[config.mk]
export PLATFORM = sky130hd
export DESIGN_NAME = xilinx_status_led_ctrl
export DESIGN_NICKNAME = d
export VERILOG_FILES = /design/src/rtl/xilinx_status_led_ctrl.sv
export SDC_FILE = /design/constraint.sdc
export NUM_CORES = 1
export LEC_CHECK = 0
export CELL_PAD_IN_SITES_DETAIL_PLACEMENT = 0
export CELL_PAD_IN_SITES_GLOBAL_PLACEMENT = 2
export CORE_MARGIN = 2
export CORE_UTILIZATION = 28
export CTS_CLUSTER_SIZE = 14
export DETAILED_ROUTE_END_ITERATION = 10
export PLACE_DENSITY_LB_ADDON = 0.1
export SLEW_MARGIN = 20
export SYNTH_ARGS = -nofsm -noshare
export SYNTH_HDL_FRONTEND = slang
export SYNTH_SLANG_ARGS = --single-unit
[constraint.sdc]
create_clock -name clk_i -period 1.9 [get_ports clk_i]
set_input_delay 0.285 -clock clk_i [delete_from_list [all_inputs] [get_ports clk_i]]
set_output_delay 0.285 -clock clk_i [all_outputs]
set_load 0.01 [all_outputs]
[src/rtl/xilinx_status_led_ctrl.sv]
// rtl/xilinx_status_led_ctrl.sv - multi-channel status LED bank with optional exit-code display (STATUS_LED_EXIT_DISPLAY_EN)
module xilinx_status_led_ctrl #(
    parameter int NUM_LEDS   = 3,
    parameter int PRESCALE_W = 27,
    parameter int PWM_W      = 8,
    parameter int PULSE_CYC  = 2**24
) (
    input  logic                      clk_i,
    input  logic                      rst_ni,
    input  logic [2*NUM_LEDS-1:0]     led_mode_i,
    input  logic [PWM_W*NUM_LEDS-1:0] pwm_duty_i,
    input  logic                      exit_valid_i,
    input  logic [31:0]               exit_value_i,
    output logic [NUM_LEDS-1:0]       led_o,
    output logic                      heartbeat_o,
    output logic                      exit_busy_o
);

    localparam logic [1:0] MODE_OFF   = 2'b00;
    localparam logic [1:0] MODE_ON    = 2'b01;
    localparam logic [1:0] MODE_BLINK = 2'b10;
    localparam logic [1:0] MODE_PWM   = 2'b11;

    logic [PRESCALE_W-1:0] r_prescale;
    logic [PWM_W-1:0]      r_pwm_cnt;
    logic [NUM_LEDS-1:0]   r_led;
    logic [NUM_LEDS-1:0]   w_led_norm;

    // Free-running heartbeat prescaler and PWM counter; both keep running during the exit display
    always_ff @(posedge clk_i or negedge rst_ni) begin
        if (!rst_ni) begin
            r_prescale <= '0;
            r_pwm_cnt  <= '0;
        end else begin
            r_prescale <= r_prescale + 1'b1;
            r_pwm_cnt  <= r_pwm_cnt + 1'b1;
        end
    end

    assign heartbeat_o = r_prescale[PRESCALE_W-1];

    // Per-channel drive value selected by the channel's mode field
    always_comb begin
        w_led_norm = '0;
        for (int i = 0; i < NUM_LEDS; i++) begin
            case (led_mode_i[2*i +: 2])
                MODE_OFF:   w_led_norm[i] = 1'b0;
                MODE_ON:    w_led_norm[i] = 1'b1;
                MODE_BLINK: w_led_norm[i] = r_prescale[PRESCALE_W-1];
                MODE_PWM:   w_led_norm[i] = (r_pwm_cnt < pwm_duty_i[PWM_W*i +: PWM_W]);
                default:    w_led_norm[i] = 1'b0;
            endcase
        end
    end

`ifdef STATUS_LED_EXIT_DISPLAY_EN

    typedef enum logic [2:0] {
        S_IDLE      = 3'd0,
        S_OK        = 3'd1,
        S_PULSE_ON  = 3'd2,
        S_PULSE_OFF = 3'd3,
        S_GAP       = 3'd4
    } exit_state_t;

    localparam int                  TIMER_W    = $clog2(4*PULSE_CYC);
    localparam logic [TIMER_W-1:0]  PULSE_LAST = TIMER_W'(PULSE_CYC - 1);
    localparam logic [TIMER_W-1:0]  GAP_LAST   = TIMER_W'(4*PULSE_CYC - 1);
    localparam logic [NUM_LEDS-1:0] LED_OK     = NUM_LEDS'(1);
    localparam logic [NUM_LEDS-1:0] LED_ERR    = NUM_LEDS'(1) << (NUM_LEDS - 1);

    exit_state_t        r_state;
    logic [TIMER_W-1:0] r_timer;
    logic [3:0]         r_code;
    logic [3:0]         r_pulse_cnt;
    logic               r_busy;
    logic               r_exit_prev;
    logic               w_exit_edge;
    logic               w_unused;

    // Prev-sample register resets to 0, so a level already high out of reset counts as an edge
    assign w_exit_edge = exit_valid_i & ~r_exit_prev;
    assign w_unused    = ^exit_value_i[31:4];

    // Exit-code FSM: capture once per reset, then blink the code forever on the error LED
    always_ff @(posedge clk_i or negedge rst_ni) begin
        if (!rst_ni) begin
            r_state     <= S_IDLE;
            r_timer     <= '0;
            r_code      <= '0;
            r_pulse_cnt <= '0;
            r_busy      <= 1'b0;
            r_exit_prev <= 1'b0;
        end else begin
            r_exit_prev <= exit_valid_i;
            case (r_state)
                S_IDLE: begin
                    if (w_exit_edge) begin
                        r_code      <= exit_value_i[3:0];
                        r_pulse_cnt <= exit_value_i[3:0];
                        r_timer     <= '0;
                        r_busy      <= 1'b1;
                        r_state     <= (exit_value_i[3:0] == 4'd0) ? S_OK : S_PULSE_ON;
                    end
                end
                S_OK: begin
                    r_state <= S_OK;
                end
                S_PULSE_ON: begin
                    if (r_timer == PULSE_LAST) begin
                        r_timer     <= '0;
                        r_pulse_cnt <= r_pulse_cnt - 4'd1;
                        r_state     <= S_PULSE_OFF;
                    end else begin
                        r_timer <= r_timer + 1'b1;
                    end
                end
                S_PULSE_OFF: begin
                    if (r_timer == PULSE_LAST) begin
                        r_timer <= '0;
                        r_state <= (r_pulse_cnt != 4'd0) ? S_PULSE_ON : S_GAP;
                    end else begin
                        r_timer <= r_timer + 1'b1;
                    end
                end
                S_GAP: begin
                    if (r_timer == GAP_LAST) begin
                        r_timer     <= '0;
                        r_pulse_cnt <= r_code;
                        r_state     <= S_PULSE_ON;
                    end else begin
                        r_timer <= r_timer + 1'b1;
                    end
                end
                default: begin
                    r_state <= S_IDLE;
                    r_timer <= '0;
                end
            endcase
        end
    end

    // LED register: the exit display overrides normal modes one cycle after the FSM leaves IDLE
    always_ff @(posedge clk_i or negedge rst_ni) begin
        if (!rst_ni) begin
            r_led <= '0;
        end else if (r_state == S_OK) begin
            r_led <= LED_OK;
        end else if (r_state == S_PULSE_ON) begin
            r_led <= LED_ERR;
        end else if (r_state != S_IDLE) begin
            r_led <= '0;
        end else begin
            r_led <= w_led_norm;
        end
    end

    assign exit_busy_o = r_busy;

`else

    logic w_unused;

    assign w_unused = ^{exit_valid_i, exit_value_i};

    // LED register driven purely by the per-channel modes
    always_ff @(posedge clk_i or negedge rst_ni) begin
        if (!rst_ni) begin
            r_led <= '0;
        end else begin
            r_led <= w_led_norm;
        end
    end

    assign exit_busy_o = 1'b0;

`endif

    assign led_o = r_led;

endmodule
==> metrics.txt <==
DP HPWL about 3.1 mm; post-synth net total between 300 and 400; Buf/Inv on CP 0; Worst Path Max Fanout 12; GRT Util Overall 0.117; DR pass1 iterations 4; worst min path class in -> async; status finished, final reports clean; Compound-Gate Fraction of Synth Area 0.0623; chip height between 90 and 100 um; setup slack at placement approximately 87 ps; RSZ-0062 raised after global routing no; Slew @ Worst Pin slightly above 500 ps; via count about 1,600; Post-Route Utilization 0.361; DRT antenna net count 0; Clock Tree Buf Depth 2; CTS tree done; die area 8460 um2; via/cell ratio 4.39; crit start category register; die span in x 92 um; htree depth 2; Final setup viols 0; Mapped Area approximately 2200 um2; Avg WL per Cell ~12 um; Setup TNS 0 ps; max-slew violation count 0; Mean Syn Cell Area a little over 10 um2; main combinational cell family by area after synthesis simple AND/OR/NAND/NOR gates; Power Density a little over 600 nW/um2; number of clock sinks 38; XOR/XNOR share of the synthesized area 0.125; Max-cap violations 0; Routed WL 4.41 mm; CP arrival ~1700 ps; worst hold margin 38.6 ps; Num CTS Buffers 5; Post-CTS Setup Repair Bufs 0; io pins 70; Seq/Total Area, Yosys 0.439; nets ~340; First DRT Iteration DRCs 49; first-pass GRT wire length roughly 7.8 mm; core area approximately 7600 um2; Mapped Cells about 210; clk root buf clkbuf_8; CP max stage cell nor3_4; routability cong. about 0.68; Critical Path RT 2080 ps; Final Hold Viols 0; number of global-route vias before repair between 1,500 and 2,000; post-layout minimum cycle time between 1500 and 2000 ps; Max rail drop VDD roughly 0.30 mV; Tot Pwr between 1.5 and 2 mW; crit path cell chain nand4_2 > nor3_4 > nand4_1 > xnor2_1; simple logic cell fraction of the synthesized area 0.175; area grow syn2layout 26.7%; initial antenna violation count 0; drt drc 0; Max stage delay on crit path ~480 ps; Critical Path Sink Type register; diodes inserted 0; largest net degree at the start of global routing 39; post-synthesis adder-cell area fraction 0.133; Yosys reg bits 38; Slew HR 0.662; layout cell share with drive strength beyond 1 0.0742; top cells by area, synth dfrtp_1 44%, ha_1 13%, xnor2_1 11%, inv_1 4.7%, nand4_1 3.8%; port bufs 35; Leakage about 1.3 nW; later-pin clock latency in the skew report about 290 ps; Crit Path Class reg -> reg; Worst-path clk slew 80 ps; Yosys warning count 0; row count 32; Initial Util 0.285; Worst Skew 8.66 ps; area leader, netlist dfrtp_1; final worst slack 342 ps; mux share of post-synthesis cell area 0; period utilization 0.820; synth unique cells 27; Max Clk Rate 0.642 GHz; CTS resizes 0; Synth top area share 0.439; CTS hold repair buffers 0; Crit path max-delay family simple AND/OR/NAND/NOR gates; global route overflow 0
[layer usage]
layer	vias to the layer above	GRT usage	routed length, um
li1	806	-	-
met1	724	0.165	2290
met2	37	0.171	1830
met3	6	0.0312	223
met4	0	0.0410	63
met5	-	0	0
[worst register-to-register path: cells and delay by family, from the launching register on]
kind             cells  cell delay [ps]
XOR/XNOR             1              150
AND/OR/NAND/NOR      3              850
flip-flops           1              440
[layout by cell type (no fill, tap or decap), types with 2 or more instances in the layout]
master	Yosys	final
dfrtp_1	38	38
clkdlybuf4s50_1	0	34
inv_1	27	27
xnor2_1	27	27
ha_1	23	23
nand3_1	14	14
nand4_1	13	13
nand2_1	12	12
a21oi_1	12	12
o21ai_0	6	6
and3_1	5	5
nor2_1	5	5
clkbuf_8	0	5
xor2_1	4	4
buf_4	2	4
and4_1	3	3
nand2b_1	3	3
nand3b_1	3	3
a21o_1	3	3
a211oi_1	3	3
clkinvlp_4	0	2
[where the power goes]
part	internal [mW]	leakage, nW	total [mW]	switching (mW)
Sequential	0.813	0.494	0.815	0.00174
Clock	0.391	0.0504	0.692	0.302
Combinational	0.0907	0.794	0.154	0.0635
Total	1.29	1.34	1.66	0.367
[Yosys cell counts, drive strengths merged]
| cell | n |
|---|---|
| a211oi | 3 |
| a21o | 3 |
| a21oi | 12 |
| and2 | 2 |
| and3 | 6 |
| and4 | 4 |
| buf | 4 |
| conb | 1 |
| dfrtp | 38 |
| ha | 23 |
| inv | 27 |
| nand2 | 12 |
| nand2b | 3 |
| nand3 | 14 |
| nand3b | 3 |
| nand4 | 14 |
| nor2 | 5 |
| nor3 | 1 |
| o21ai | 6 |
| or2 | 1 |
| xnor2 | 27 |
| xor2 | 4 |
[final cells by class]
| cell class | count | area, um2 |
|---|---|---|
| inverter | 27 | 101 |
| sequential | 38 | 951 |
| multi-input combinational | 144 | 1080 |
| clock buffer | 5 | 68.8 |
| timing repair buffer | 39 | 375 |
| fill | 784 | 4860 |
| tap | 102 | 128 |
| clock inverter | 3 | 45.0 |
[stage by stage]
| step | cells | cell area (um2) |
|---|---|---|
| after floorplan | 213 | 2170 |
| after global routing | 358 | 2750 |
| after CTS | 358 | 2750 |
| after detailed placement | 350 | 2630 |
| after global placement | 350 | 2630 |
| final | 358 | 2750 |
[path summary, 6_finish.rpt]
check,slack (ps),cells after the start,to,startpoint
min in group clk_i,470,1,r_prescale[25]$_DFF_PN0_,r_prescale[25]$_DFF_PN0_
max reg2reg,340,4,r_prescale[17]$_DFF_PN0_,r_prescale[7]$_DFF_PN0_
min reg2reg,470,1,r_prescale[25]$_DFF_PN0_,r_prescale[25]$_DFF_PN0_
max in group asynchronous,1500,2,r_pwm_cnt[3]$_DFF_PN0_,rst_ni
max,340,4,r_prescale[17]$_DFF_PN0_,r_prescale[7]$_DFF_PN0_
min,40,2,r_prescale[21]$_DFF_PN0_,rst_ni
[sequential cells by signal, indices dropped and copies added, names as in the netlist]
register / cells
led_o: 3
r_prescale: 27
r_pwm_cnt: 8
[logic make-up after synthesis]
kind of cell,count (synthesis)
AO/OA/AOI/OAI,24
XOR/XNOR,31
adder cells (fa/ha/maj),23
buffers and inverters,31
flip-flops,38
other,1
AND/OR/NAND/NOR,65
No activity file was read; power rests on OpenSTA's default activity.
